**src/rtl/digest_serializer.sv**
```systemverilog
// Captures an N_BYTES hash digest on a one-cycle pulse and streams it out
// one byte per valid/ready transfer, with a one-entry pending buffer.
module digest_serializer #(
    parameter int unsigned N_BYTES   = 8,
    parameter bit          MSB_FIRST = 1'b0
) (
    input  logic                 clk,
    input  logic                 reset,
    input  logic                 digest_ready,
    input  logic [8*N_BYTES-1:0] digest_in,
    input  logic                 out_ready,
    input  logic                 clear_overrun,
    output logic [7:0]           out_byte,
    output logic                 out_valid,
    output logic                 out_last,
    output logic                 busy,
    output logic                 pending_full,
    output logic                 overrun,
    output logic                 digest_sent
);

    localparam int unsigned DW       = 8 * N_BYTES;
    localparam int unsigned IDX_W    = (N_BYTES > 1) ? $clog2(N_BYTES) : 1;
    localparam int unsigned LAST_IDX = N_BYTES - 1;

    typedef enum logic {
        IDLE,
        STREAM
    } state_t;

    state_t           state, state_n;
    logic [IDX_W-1:0] idx, idx_n, idx_inc;
    logic [DW-1:0]    shadow, shadow_n;
    logic [DW-1:0]    pending, pending_n;
    logic             pending_full_n;
    logic             overrun_n;
    logic             overrun_set;
    logic [7:0]       out_byte_n;
    logic             out_last_n;
    logic             xfer;
    logic             last_xfer;

    // Byte lane for stream position i, honouring the configured byte order.
    function automatic logic [7:0] pick(input logic [DW-1:0] d, input logic [IDX_W-1:0] i);
        int unsigned pos;
        pos = MSB_FIRST ? (LAST_IDX - 32'(i)) : 32'(i);
        return d[8*pos +: 8];
    endfunction

    assign out_valid   = (state == STREAM);
    assign busy        = (state == STREAM) || pending_full;
    assign xfer        = out_valid && out_ready;
    assign last_xfer   = xfer && out_last;
    assign digest_sent = last_xfer;
    assign idx_inc     = idx + IDX_W'(1);

    always_ff @(posedge clk or posedge reset) begin
        if (reset) begin
            state        <= IDLE;
            idx          <= '0;
            shadow       <= '0;
            pending      <= '0;
            pending_full <= 1'b0;
            overrun      <= 1'b0;
            out_byte     <= '0;
            out_last     <= 1'b0;
        end else begin
            state        <= state_n;
            idx          <= idx_n;
            shadow       <= shadow_n;
            pending      <= pending_n;
            pending_full <= pending_full_n;
            overrun      <= overrun_n;
            out_byte     <= out_byte_n;
            out_last     <= out_last_n;
        end
    end

    always_comb begin
        state_n        = state;
        idx_n          = idx;
        shadow_n       = shadow;
        pending_n      = pending;
        pending_full_n = pending_full;
        out_byte_n     = out_byte;
        out_last_n     = out_last;
        overrun_set    = 1'b0;

        unique case (state)
            IDLE: begin
                if (digest_ready) begin
                    state_n    = STREAM;
                    shadow_n   = digest_in;
                    idx_n      = '0;
                    out_byte_n = pick(digest_in, '0);
                    out_last_n = (N_BYTES == 1);
                end
            end
            STREAM: begin
                if (last_xfer) begin
                    // End of digest: chain straight into the next one if any is waiting.
                    idx_n      = '0;
                    out_last_n = (N_BYTES == 1);
                    if (pending_full) begin
                        shadow_n   = pending;
                        out_byte_n = pick(pending, '0);
                        if (digest_ready) begin
                            pending_n = digest_in;
                        end else begin
                            pending_full_n = 1'b0;
                        end
                    end else if (digest_ready) begin
                        shadow_n   = digest_in;
                        out_byte_n = pick(digest_in, '0);
                    end else begin
                        state_n    = IDLE;
                        out_byte_n = '0;
                        out_last_n = 1'b0;
                    end
                end else begin
                    if (xfer) begin
                        idx_n      = idx_inc;
                        out_byte_n = pick(shadow, idx_inc);
                        out_last_n = (idx_inc == IDX_W'(LAST_IDX));
                    end
                    if (digest_ready) begin
                        if (pending_full) begin
                            overrun_set = 1'b1;
                        end else begin
                            pending_n      = digest_in;
                            pending_full_n = 1'b1;
                        end
                    end
                end
            end
            default: state_n = IDLE;
        endcase

        // A new drop outranks a simultaneous clear.
        if (overrun_set) begin
            overrun_n = 1'b1;
        end else if (clear_overrun) begin
            overrun_n = 1'b0;
        end else begin
            overrun_n = overrun;
        end
    end

endmodule
```
**config.mk**
```make
export PLATFORM = sky130hd
export DESIGN_NAME = digest_serializer
export DESIGN_NICKNAME = d
export VERILOG_FILES = /design/src/rtl/digest_serializer.sv
export SDC_FILE = /design/constraint.sdc
export NUM_CORES = 1
export LEC_CHECK = 0
export BUFFER_PORTS_ARGS = -buffer_cell sky130_fd_sc_hd__buf_4
export CORE_AREA = 2 2 154 156
export CTS_CLUSTER_DIAMETER = 30
export DETAILED_ROUTE_END_ITERATION = 7
export DIE_AREA = 0 0 156 158
export RECOVER_POWER = 25
export SYNTH_ARGS = -nofsm -noshare
export SYNTH_HDL_FRONTEND = slang
export SYNTH_SLANG_ARGS = --single-unit
export TNS_END_PERCENT = 10
```
**constraint.sdc**
```tcl
create_clock -name clk -period 5 [get_ports clk]
set_input_delay 0.25 -clock clk [delete_from_list [all_inputs] [get_ports clk]]
set_output_delay 0.25 -clock clk [all_outputs]
set_load 0.01 [all_outputs]
```
Yosys cells after proc, flatten, opt, wreduce, memory -nomap -nowiden
Cells that the tools add are included.
{"block": "op_classes", "addsub": 1, "mul": 0, "n_div": 0, "n_lt_le_gt_ge": 0, "n_eq_ne": 7, "n_shift": 1, "n_mux": 36, "bitwise_logic": 1, "n_reduce_logical": 8}
{"operator": "2-to-1 mux 64 bit", "n": 8}
{"operator": "case mux 64 bit (2 select lines)", "n": 1}
{"operator": "indexed part select 64 x 7 -> 8 bit", "n": 1}
{"operator": "2-to-1 mux 8 bit", "n": 5}
{"operator": "case mux 8 bit (2 select lines)", "n": 1}
{"operator": "2-to-1 mux 1 bit", "n": 15}
{"operator": "2-to-1 mux 3 bit", "n": 3}
{"operator": "!= test 2 bit (second input constant)", "n": 4}
{"operator": "case mux 3 bit (2 select lines)", "n": 1}
{"operator": "AND reduction 5 bit", "n": 1}
{"operator": "case mux 1 bit (2 select lines)", "n": 2}
{"operator": "AND reduction 2 bit", "n": 2}
{"operator": "nonzero test 2 bit", "n": 2}
{"operator": "adder 3 x 1 -> 3 bit (second input constant)", "n": 1}
{"operator": "== test 3 bit (second input constant)", "n": 1}
{"operator": "!= test 3 x 2 -> 1 bit (second input constant)", "n": 1}
{"operator": "logical AND 1 bit", "n": 2}
{"operator": "!= test 2 x 1 -> 1 bit (second input constant)", "n": 1}
{"operator": "logical OR 1 bit", "n": 1}
{"operator": "NOT 1 bit", "n": 1}
{"block": "word_totals", "register_bits": 143, "latchBits": 0, "ramBits": 0, "rom_bits": 0, "inputBits": 69, "out_inout_bits": 14, "elab_cells": 62, "mem_count": 0}

Logic depth before layout (Yosys ltp)
{"block": "logic_depth", "word_depth": 5, "ltp_mapped": 8, "depth_no_buf": 6}

Worst setup path after synthesis
No wires, ideal clock.
{"block": "synth_path", "path_kind": "register to register", "start": "register idx[0]", "end": "register out_byte[1]", "setup_time_ns": 0.148, "arrival_ns": 1.869, "required_time_ns": 4.852, "slack_ns": 2.983, "path_stages_with_launch": 8, "n_path_buf": 2, "synth_period_minus_slack_ns": 2.017, "cell_sequence": "dfrtp_1 -> buf_2 -> inv_1 -> ha_1 -> clkbuf_1 -> mux4_2 -> mux2i_1 -> o221ai_1"}
{"block": "synth_between", "elab_chain_cells": 5}
{"element": "start, declared", "line": "32", "rtl": "logic [IDX_W-1:0] idx, idx_n, idx_inc;"}
{"element": "start signal, assigned", "line": "69", "rtl": "idx <= idx_n;"}
{"element": "adder 3 x 1 -> 3 bit", "line": "55", "rtl": "assign idx_inc = idx + IDX_W'(1);"}
{"element": "indexed part select 64 x 7 -> 8 bit", "line": "47", "rtl": "return d[8*pos +: 8];"}
{"element": "2-to-1 mux 8 bit", "line": "121", "rtl": "if (xfer) begin"}
{"element": "2-to-1 mux 8 bit", "line": "100", "rtl": "if (last_xfer) begin"}
{"element": "case mux 8 bit (2 select lines)", "line": "89", "rtl": "unique case (state)"}
{"element": "end signal, assigned", "line": "74", "rtl": "out_byte <= out_byte_n;"}
{"element": "end, declared", "line": "13", "rtl": "output logic [7:0] out_byte,"}
Every way passes these cells. The select of a mux whose other input is x is not followed.
A chain may end at the register's enable or synchronous reset.

Final worst setup path
{"block": "layout_path", "start": "register state, in the netlist out_valid", "end": "register pending[52]"}
{"block": "layout_between", "elab_chain_cells": 4}
{"element": "start, declared", "line": "31", "rtl": "state_t state, state_n;"}
{"element": "start signal, assigned", "line": "68", "rtl": "state <= state_n;"}
{"element": "logical AND 1 bit", "line": "52", "rtl": "assign xfer = out_valid && out_ready;"}
{"element": "logical AND 1 bit", "line": "53", "rtl": "assign last_xfer = xfer && out_last;"}
{"element": "!= test 2 x 1 -> 1 bit (no source line), or another cell as far along"}
{"element": "AND reduction 5 bit (no source line)"}
{"element": "end signal, assigned", "line": "71", "rtl": "pending <= pending_n;"}
{"element": "end, declared", "line": "34", "rtl": "logic [DW-1:0] pending, pending_n;"}
Several ways; a longest one is shown, not always the timed one.

==> flow_summary_export.csv <==
group,metric,value,unit
cts,cts_setup_buffers,0,
cts,cts_resized,0,
routing,drc,0,
cells_and_area,final-seq-area,3578,sq um
cells_and_area,multi_input_area,2963,sq um
timing,max_freq,351.0,MHz
critical_path,startpoint_type,"register",
run,cap_violations,0,
synthesis,synth.area.top_cells,"dfrtp_1 (53%), mux2_4 (13%), o22ai_1 (6.4%)",
floorplan,pin_count,83,
placement,place.detailed.hpwl,11830,microns
floorplan,fp-row-count,56,
synthesis,yosys.area.top_type,"dfrtp_1",
floorplan,fp.dieH,158,microns
critical_path,path_buf_inv,1,
global_routing,top_usage_layer,"met2",
routing,ant_nets,0,
cts,insertion_delay,430,ps
timing,fin_skew,9.488,ps
global_routing,met1_usage,21.26,%
cells_and_area,n_antenna_cell,0,
min_path,holdCritPathClass,"input port to asynchronous set/reset pin",
global_routing,grt_pass1_wl,28810,microns
cts,cts_buffer_depth,2,
critical_path,cp_top_family,"simple AND/OR/NAND/NOR gates",
placement,placedCellCount,948,
timing,maxSlewHeadroom,32.47,%
cells_and_area,post-route-util,35.70,%
synthesis,ys_ff_latch,143,
status,status,"finished clean",
floorplan,core,23050,sq um
synthesis,avgSynthCellArea,11.05,sq um
critical_path,crit_chain,"and3_4 -> buf_4 -> mux2_4",
synthesis,synth_top_area_share,52.57,%
global_routing,antenna_found_initial,0,
cells_and_area,fin_cells,978,
cells_and_area,layout_commonest_cell,"dfrtp_1",
floorplan,die_width,156,microns
timing,fin_crit,2849,ps
cells_and_area,final_cell_mix,"dfrtp_1 (143), buf_4 (87), a21oi_1 (74)",
critical_path,critPathMaxFanout,45,
timing,finalSetupTns,0,ps
cells_and_area,drive_above_1_share,29.07,%
cts,ctsHoldBuffers,0,
cells_and_area,syn_to_final_growth,20.92,%
routing,viasPerCell,5.123,
critical_path,r2r-start,"out_valid",
placement,gp_congestion,0.8315,
global_routing,overflow,0,
cts,cts_buffers,17,
critical_path,r2r-end,"pending[52]",
routing,wl_per_cell,18.12,microns
synthesis,ys_seq_area_share,52.57,%
timing,rsz0062_at_grt,"no",
cts,cts.sinks,143,
critical_path,ff2ff_path_depth,3,
cts,htreeDepth,4,
routing,routed_wl,17730,microns
routing,dr.first_iter.drc_count,315,
critical_path,critPathRequiredTime,5310,ps
routing,dr_total_vias,5010,
routing,dr.pass1.iters,5,
cells_and_area,nFillCells,2278,
timing,worstMarginPinSlew,1008,ps
synthesis,ys_types,36,
synthesis,netlist_instances,616,
cts,cts-root-buf,"clkbuf_16",
critical_path,slowest_stage,"and3_4",
timing,setup-violations-final,0,
global_routing,use_met3,4.024,%
critical_path,criticalPathCategory,"register to register",
global_routing,grt_pass1_vias,5033,
global_routing,grt_usage,15.23,%
critical_path,reg2reg_slack,2150,ps
timing,finalMaxSlewViolations,0,
critical_path,max_stage_delay,930,ps
synthesis,syn_nets,687,
global_routing,grt_max_degree,98,
synthesis,yosys_warnings,0,
synthesis,syn_area,6807,sq um
critical_path,crit_path_end_kind,"register",
cts,clk_pin_slew,60,ps
floorplan,die-area,24650,sq um
cells_and_area,fin_nets,748,
timing,hold_viol_final,0,
placement,portBuffers,82,
pwr,peakVddDrop,0.2031,mV
pwr,powerDensity,697.7,nW/um^2
cts,cts_tree,"yes",
timing,period_share,56.98,%
floorplan,start_util,29.53,%
pwr,leakage,0.003594,uW
global_routing,met2_usage,23.54,%
critical_path,cp.arrival,3160,ps
cell usage after synthesis (all sizes together):
cell type and number:
a32oi 7, a221oi 1, a22oi 2, clkinv 1, nor2 69, nand3 12, dfrtp 143, mux2i 10
o21ai 18, o22ai 70, inv 9, nor2b 1, nand2b 4, or2 2, nand2 57, clkbuf 19
and3 1, buf 27, xor2 2, a21boi 1, xnor2 1, mux2 65, o221ai 2, a22o 1
a21oi 75, and2 2, nand4b 5, ha 2, o41ai 1, mux4 6
metrics by stage:
step	setup slack (ps)	instance area [sq um]	hold WS, ps	power [uW]
after floorplan	912.1	6807	358.6	3792
after global placement	2222	7607	448.0	4348
after detailed placement	2145	7607	450.0	4395
after CTS	2135	8234	0.7733	5782
after global routing	1984	8230	10.67	6137
final	2151	8230	4.879	5743
how the worst max path moves through the flow:
stage,startpoint,endpoint,slack [ps],depth (start not counted)
finish,out_valid,pending[52],2150,3
global route,out_valid,pending[52],1980,3
CTS,out_valid,pending[59],2130,3
detailed placement,out_valid,pending[12],2150,3
global placement,out_valid,pending[12],2220,3
floorplan,reset,idx[0],910,1
sequential cells by signal (all words and copies together), names as in the netlist:
register      cells
out_valid         1
pending_full      1
overrun           1
out_byte          8
idx               3
pending          64
shadow           64
out_last          1
report_power, final:
part | total, uW | internal [uW] | switching (uW)
logic | 2190 | 1160 | 1030
clock network | 1350 | 868 | 482
registers | 2200 | 1750 | 456
kinds of logic after synthesis:
group / share of synthesized area (%)
compound gates: 15.26
xor+xnor: 0.4964
fa+ha+maj: 0.3676
buf+inv: 4.357
flops: 52.57
mux: 17.52
simple gates: 9.430
metal layers:
layer / wire [microns] / vias up / part of all wire, %
met5: 0 / - / 0
met4: 216 / 0 / 1.2
met3: 951 / 17 / 5.4
met2: 8183 / 146 / 46
met1: 8375 / 2505 / 47
li1: - / 2342 / -
layout make-up:
type,instances,area share (%)
flip-flops and latches,143,43.48
clock buffers,20,5.670
inverters,10,0.5169
repair buffers,88,7.981
multi-input cells,417,36.00
well taps,290,4.409
clock inverters,10,1.946
No activity file was read; power rests on OpenSTA's default activity.
